==> src/rtl/alu_arbiter.sv <==
// Shares one combinational ALU between two requesters, round-robin on ties.
// Latency: accept in cycle T, response valid in T+2, at least 3 cycles per op.
// Backpressure: the response is held until the owner's ready; no new accept until then.
// Optional grant counters: define ALU_ARB_STATS_EN.
module alu_arbiter #(
  parameter int DATA_W = 32,
  parameter int CNT_W  = 16
) (
  input  logic              clk,
  input  logic              rst,
  input  logic              req0_valid,
  output logic              req0_ready,
  input  logic [DATA_W-1:0] req0_op1,
  input  logic [DATA_W-1:0] req0_op2,
  input  logic [3:0]        req0_aluop,
  input  logic              req1_valid,
  output logic              req1_ready,
  input  logic [DATA_W-1:0] req1_op1,
  input  logic [DATA_W-1:0] req1_op2,
  input  logic [3:0]        req1_aluop,
  output logic              rsp0_valid,
  input  logic              rsp0_ready,
  output logic [DATA_W-1:0] rsp0_result,
  output logic              rsp0_zero,
  output logic              rsp1_valid,
  input  logic              rsp1_ready,
  output logic [DATA_W-1:0] rsp1_result,
  output logic              rsp1_zero,
  output logic [DATA_W-1:0] alu_op1,
  output logic [DATA_W-1:0] alu_op2,
  output logic [3:0]        alu_aluop,
  input  logic [DATA_W-1:0] alu_result,
  input  logic              alu_zero,
  output logic              busy
`ifdef ALU_ARB_STATS_EN
  ,
  output logic [CNT_W-1:0]  grant_cnt0,
  output logic [CNT_W-1:0]  grant_cnt1
`endif
);

  typedef enum logic [1:0] {IDLE, EXEC, RESP} state_t;

  state_t            state, state_nx;
  logic              gnt_any;      // some requester is valid
  logic              gnt;          // requester that would win this cycle
  logic              last_grant;   // requester accepted most recently
  logic              owner;        // requester of the in-flight operation
  logic              accept;
  logic [DATA_W-1:0] op1_q, op2_q, res_q;
  logic [3:0]        aluop_q;
  logic              zero_q;

  // Pick the winner: a lone requester wins, a tie goes to the one not granted last.
  always_comb begin
    gnt_any = req0_valid | req1_valid;
    gnt     = 1'b0;
    if (req0_valid && req1_valid) begin
      gnt = ~last_grant;
    end else if (req1_valid) begin
      gnt = 1'b1;
    end
  end

  // State register.
  always_ff @(posedge clk) begin
    if (rst) begin
      state <= IDLE;
    end else begin
      state <= state_nx;
    end
  end

  // Next state and handshake outputs.
  always_comb begin
    state_nx   = state;
    req0_ready = 1'b0;
    req1_ready = 1'b0;
    rsp0_valid = 1'b0;
    rsp1_valid = 1'b0;
    case (state)
      IDLE: begin
        if (gnt_any) begin
          req0_ready = ~gnt;
          req1_ready = gnt;
          state_nx   = EXEC;
        end
      end
      EXEC: begin
        state_nx = RESP;
      end
      RESP: begin
        rsp0_valid = ~owner;
        rsp1_valid = owner;
        if (owner ? rsp1_ready : rsp0_ready) begin
          state_nx = IDLE;
        end
      end
      default: begin
        state_nx = IDLE;
      end
    endcase
  end

  assign accept = req0_ready | req1_ready;

  // Operand capture on accept, result capture while the ALU is driven in EXEC.
  always_ff @(posedge clk) begin
    if (rst) begin
      op1_q      <= '0;
      op2_q      <= '0;
      aluop_q    <= 4'b0000;
      res_q      <= '0;
      zero_q     <= 1'b0;
      owner      <= 1'b0;
      last_grant <= 1'b1;
    end else begin
      if (accept) begin
        op1_q      <= gnt ? req1_op1   : req0_op1;
        op2_q      <= gnt ? req1_op2   : req0_op2;
        aluop_q    <= gnt ? req1_aluop : req0_aluop;
        owner      <= gnt;
        last_grant <= gnt;
      end
      if (state == EXEC) begin
        res_q  <= alu_result;
        zero_q <= alu_zero;
      end
    end
  end

  assign alu_op1     = op1_q;
  assign alu_op2     = op2_q;
  assign alu_aluop   = aluop_q;
  assign rsp0_result = res_q;
  assign rsp1_result = res_q;
  assign rsp0_zero   = zero_q;
  assign rsp1_zero   = zero_q;
  assign busy        = (state != IDLE);

`ifdef ALU_ARB_STATS_EN
  // Saturating per-requester accept counters.
  always_ff @(posedge clk) begin
    if (rst) begin
      grant_cnt0 <= '0;
      grant_cnt1 <= '0;
    end else begin
      if (req0_ready && (grant_cnt0 != {CNT_W{1'b1}})) begin
        grant_cnt0 <= grant_cnt0 + 1'b1;
      end
      if (req1_ready && (grant_cnt1 != {CNT_W{1'b1}})) begin
        grant_cnt1 <= grant_cnt1 + 1'b1;
      end
    end
  end
`endif

endmodule
==> config.mk <==
export PLATFORM = sky130hd
export DESIGN_NAME = alu_arbiter
export DESIGN_NICKNAME = d
export VERILOG_FILES = /design/src/rtl/alu_arbiter.sv
export SDC_FILE = /design/constraint.sdc
export NUM_CORES = 1
export LEC_CHECK = 0
export ABC_AREA = 0
export CORE_AREA = 2 2 121 123
export CTS_BUF_LIST = sky130_fd_sc_hd__clkbuf_16
export CTS_CLUSTER_SIZE = 28
export DETAILED_ROUTE_END_ITERATION = 8
export DIE_AREA = 0 0 123 125
export PLACE_DENSITY = 0.77
export SLEW_MARGIN = 20
export SYNTH_ARGS = -nofsm -noshare
export SYNTH_HDL_FRONTEND = slang
export SYNTH_SLANG_ARGS = --single-unit
==> constraint.sdc <==
create_clock -name clk -period 3.38 [get_ports clk]
set_input_delay 0.676 -clock clk [delete_from_list [all_inputs] [get_ports clk]]
set_output_delay 0.676 -clock clk [all_outputs]
set_load 0.01 [all_outputs]
==> run_summary.xml <==
<?xml version="1.0" encoding="UTF-8"?>
<metrics>
  <group name="critical_path">
    <metric name="timing.setup.critical_path_class" unit="">in -&gt; out</metric>
    <metric name="largest_stage_delay_on_the_critical_path" unit="ns">0.61</metric>
    <metric name="cp-end-kind" unit="">output port</metric>
    <metric name="worst_r2r_path_depth" unit="">5</metric>
    <metric name="cp_data_arrival_time" unit="ns">2.27</metric>
    <metric name="worst_path_max_fanout" unit="">5</metric>
    <metric name="cpMostUsedCell" unit="">sky130_fd_sc_hd__clkdlybuf4s50_1</metric>
    <metric name="cpMaxStageDelayCell" unit="">sky130_fd_sc_hd__clkdlybuf4s50_1</metric>
    <metric name="crit_path_start_kind" unit="">input pin</metric>
    <metric name="crit_chain" unit="">clkdlybuf4s50_1, or2_2, nand2_1, nor2_1, clkdlybuf4s50_1</metric>
    <metric name="required" unit="ns">2.70</metric>
  </group>
  <group name="min_path">
    <metric name="min-delay-path-class" unit="">reg -&gt; reg</metric>
    <metric name="min_delay_path_depth" unit="">2</metric>
  </group>
  <group name="global_route">
    <metric name="first_global_vias" unit="">4892</metric>
    <metric name="first_pass_grt_wire_length" unit="mm">25.4</metric>
    <metric name="grt.total_usage" unit="%">21.0</metric>
    <metric name="grt.overflow.total" unit="">0</metric>
    <metric name="grt_start_max_net_pins" unit="">68</metric>
    <metric name="antenna_found_initial" unit="">0</metric>
  </group>
  <group name="die">
    <metric name="floorplan.die_area" unit="mm²">0.0154</metric>
    <metric name="initial_utilization" unit="%">33.8</metric>
    <metric name="floorplan.die.height" unit="µm">125</metric>
    <metric name="floorplan.core_area" unit="mm²">0.0142</metric>
    <metric name="num_rows" unit="">44</metric>
    <metric name="chipWidth" unit="µm">123</metric>
    <metric name="pin_count" unit="">314</metric>
  </group>
  <group name="clock_network">
    <metric name="ctsHoldBuffers" unit="">0</metric>
    <metric name="postCtsSetupRepairBufs" unit="">0</metric>
    <metric name="root_buffer" unit="">sky130_fd_sc_hd__clkbuf_16</metric>
    <metric name="clock_tree_from_tritoncts" unit="">built</metric>
    <metric name="cts-root-to-sink-buffers" unit="">2</metric>
    <metric name="htreeDepth" unit="">3</metric>
    <metric name="postCtsResizedCells" unit="">0</metric>
    <metric name="cts_buffers" unit="">9</metric>
    <metric name="clk_pin_slew" unit="ns">0.06</metric>
    <metric name="cts_sinks" unit="">105</metric>
    <metric name="clock_latency" unit="ns">0.35</metric>
  </group>
  <group name="placement">
    <metric name="io_buffer_count" unit="">313</metric>
    <metric name="routabilityCongestion" unit="">0.784</metric>
    <metric name="detailed_place_hpwl" unit="mm">11.7</metric>
  </group>
  <group name="detailed_routing">
    <metric name="via_count" unit="">5092</metric>
    <metric name="wirelength" unit="mm">16.6</metric>
    <metric name="drt-initial-drc-count" unit="">238</metric>
    <metric name="ant_nets" unit="">0</metric>
    <metric name="via_per_inst" unit="">4.97</metric>
    <metric name="detail_route.drc_violations" unit="">0</metric>
    <metric name="drt_first_pass_iters" unit="">5</metric>
    <metric name="wire_per_inst" unit="µm">16.2</metric>
  </group>
  <group name="synth">
    <metric name="synth.net_count" unit="">765</metric>
    <metric name="synth_top_area_cell" unit="">sky130_fd_sc_hd__dfxtp_1</metric>
    <metric name="dominant_cell_by_count_in_the_synthesized_netlist" unit="">sky130_fd_sc_hd__nand2_1</metric>
    <metric name="netlist_instances" unit="">590</metric>
    <metric name="number_of_flops_mapped_to_enable_cells_by_yosys" unit="">0</metric>
    <metric name="synth_commonest_cells" unit="">sky130_fd_sc_hd__nand2_1, sky130_fd_sc_hd__dfxtp_1, sky130_fd_sc_hd__a21oi_1</metric>
    <metric name="synth_top_cell_area_share" unit="%">43.8</metric>
    <metric name="async_reset_ff_share" unit="%">0</metric>
    <metric name="synth-seq-cells" unit="">105</metric>
    <metric name="synth_area_leaders" unit="">sky130_fd_sc_hd__dfxtp_1, sky130_fd_sc_hd__nand2_1, sky130_fd_sc_hd__a21oi_1</metric>
    <metric name="yosys_warnings" unit="">0</metric>
    <metric name="count_of_distinct_cell_types_in_the_synthesized_netlist" unit="">26</metric>
    <metric name="syn_avg_cell_area" unit="µm²">8.14</metric>
    <metric name="synth_top_flop_cell" unit="">sky130_fd_sc_hd__dfxtp_1</metric>
    <metric name="sequential_cell_area_fraction_in_the_yosys_report" unit="%">43.8</metric>
    <metric name="mappedNetlistArea" unit="mm²">0.00480</metric>
  </group>
  <group name="cells_and_area">
    <metric name="antenna_cells_inserted" unit="">0</metric>
    <metric name="area.growth.synth_to_final" unit="%">66.7</metric>
    <metric name="nets" unit="">1012</metric>
    <metric name="post_route_cells_drive_above_1_share" unit="%">6.54</metric>
  </group>
  <group name="sta">
    <metric name="slew_viol_final" unit="">0</metric>
    <metric name="layout_worst_path_cycle_share" unit="%">87.1</metric>
    <metric name="hold_viol_final" unit="">0</metric>
    <metric name="setup_viol_count_final" unit="">0</metric>
    <metric name="timing_worst_slew_pin_value" unit="ns">0.766</metric>
    <metric name="fmax" unit="GHz">0.340</metric>
    <metric name="clock-skew-final" unit="ns">0.00813</metric>
    <metric name="rsz_0062_raised_after_global_routing" unit="">no</metric>
    <metric name="timing.slew.headroom" unit="%">48.9</metric>
    <metric name="period_needed" unit="ns">2.94</metric>
    <metric name="totalNegativeSetupSlack" unit="ns">0</metric>
  </group>
  <group name="power">
    <metric name="vdd.ir_drop.worst" unit="mV">0.221</metric>
    <metric name="power" unit="W">0.00357</metric>
    <metric name="power.density_cell_area" unit="mW/mm²">446</metric>
    <metric name="power.leakage" unit="nW">2.92</metric>
  </group>
  <group name="flow_run">
    <metric name="max_cap_violations" unit="">0</metric>
  </group>
  <group name="status">
    <metric name="status" unit="">completed</metric>
  </group>
</metrics>
-- metrics by stage --
step	util (%)	cells	instance area, µm²	hold WS [ns]	setup WS, ns
floorplan	-	590	4800	0.489	1.38
global route	56.4	1025	8010	0.491	0.371
detailed placement	54.4	1010	7720	0.464	0.428
finish	56.4	1025	8010	0.469	0.436
global placement	54.4	1010	7720	0.456	0.452
CTS	56.4	1025	8010	0.474	0.420
-- logic make-up after synthesis --
| group | count (synthesis) | share of synthesized area [%] |
|---|---|---|
| simple gates | 217 | 17.6 |
| buf+inv | 92 | 11.9 |
| flops | 105 | 43.8 |
| compound gates | 175 | 26.5 |
| mux | 1 | 0.208 |
-- final cells by class --
cell class,count,area (µm²)
timing repair buffer,326,3240
inverter,2,7.51
multi-input combinational,393,2140
tap,184,230
clock buffer,9,225
sequential,105,2100
fill,1325,6190
clock inverter,6,61.3
-- where the power goes --
group / internal (W) / switching, W / total, W
Combinational: 0.000596 / 0.000486 / 0.00108
Clock: 0.000567 / 0.000467 / 0.00103
Sequential: 0.00137 / 0.0000847 / 0.00146
-- worst max-delay path: cells and delay by family --
family	cells	cell delay [ns]
buffers and inverters	2	1.19
AND/OR/NAND/NOR	3	0.39
-- sequential cells by signal (all words and copies together), names as in the netlist --
register	cells
alu_aluop	4
alu_op1	32
alu_op2	32
last_grant	1
owner	1
rsp0_result	32
rsp0_zero	1
state	2
-- per-layer routing --
metal,part of all wire (%),global-route usage [%],vias to the layer above
met2,49,35.4,223
met4,2.8,8.42,0
met5,0,0,-
li1,-,-,2501
met1,40,24.5,2338
met3,8.6,6.48,30
-- worst paths after layout --
kind                                 startpoint         endpoint  slack (ns)
worst max register to register         state[1]       alu_op1[1]        1.44
worst max-delay path                 req0_valid       req0_ready        0.44
worst min register to register  rsp0_result[18]  rsp0_result[18]        0.47
worst min-delay path            rsp0_result[18]  rsp0_result[18]        0.47
-- layout by cell type, fill, tap and decap left out --
cell | netlist | final
sky130_fd_sc_hd__a21bo_2 | 0 | 1
sky130_fd_sc_hd__a21boi_4 | 0 | 1
sky130_fd_sc_hd__a21oi_1 | 103 | 103
sky130_fd_sc_hd__a221o_1 | 1 | 1
sky130_fd_sc_hd__a311oi_1 | 48 | 48
sky130_fd_sc_hd__a311oi_2 | 20 | 20
sky130_fd_sc_hd__and3b_1 | 1 | 1
sky130_fd_sc_hd__buf_12 | 0 | 1
sky130_fd_sc_hd__buf_4 | 36 | 13
sky130_fd_sc_hd__bufinv_16 | 0 | 1
sky130_fd_sc_hd__clkbuf_16 | 0 | 9
sky130_fd_sc_hd__clkdlybuf4s50_1 | 0 | 312
sky130_fd_sc_hd__clkinv_2 | 0 | 1
sky130_fd_sc_hd__clkinvlp_4 | 0 | 3
sky130_fd_sc_hd__dfxtp_1 | 105 | 105
sky130_fd_sc_hd__inv_1 | 1 | 2
sky130_fd_sc_hd__inv_2 | 1 | 1
sky130_fd_sc_hd__mux2i_1 | 1 | 1
sky130_fd_sc_hd__nand2_1 | 205 | 205
sky130_fd_sc_hd__nand2b_1 | 1 | 1
sky130_fd_sc_hd__nand3b_1 | 1 | 1
sky130_fd_sc_hd__nor2_1 | 3 | 3
sky130_fd_sc_hd__nor2_4 | 1 | 2
sky130_fd_sc_hd__nor2b_1 | 2 | 1
sky130_fd_sc_hd__nor2b_2 | 0 | 1
sky130_fd_sc_hd__nor3b_1 | 1 | 1
sky130_fd_sc_hd__o21ai_0 | 1 | 1
sky130_fd_sc_hd__or2_2 | 0 | 1
Power figures use the tool's default switching activity.
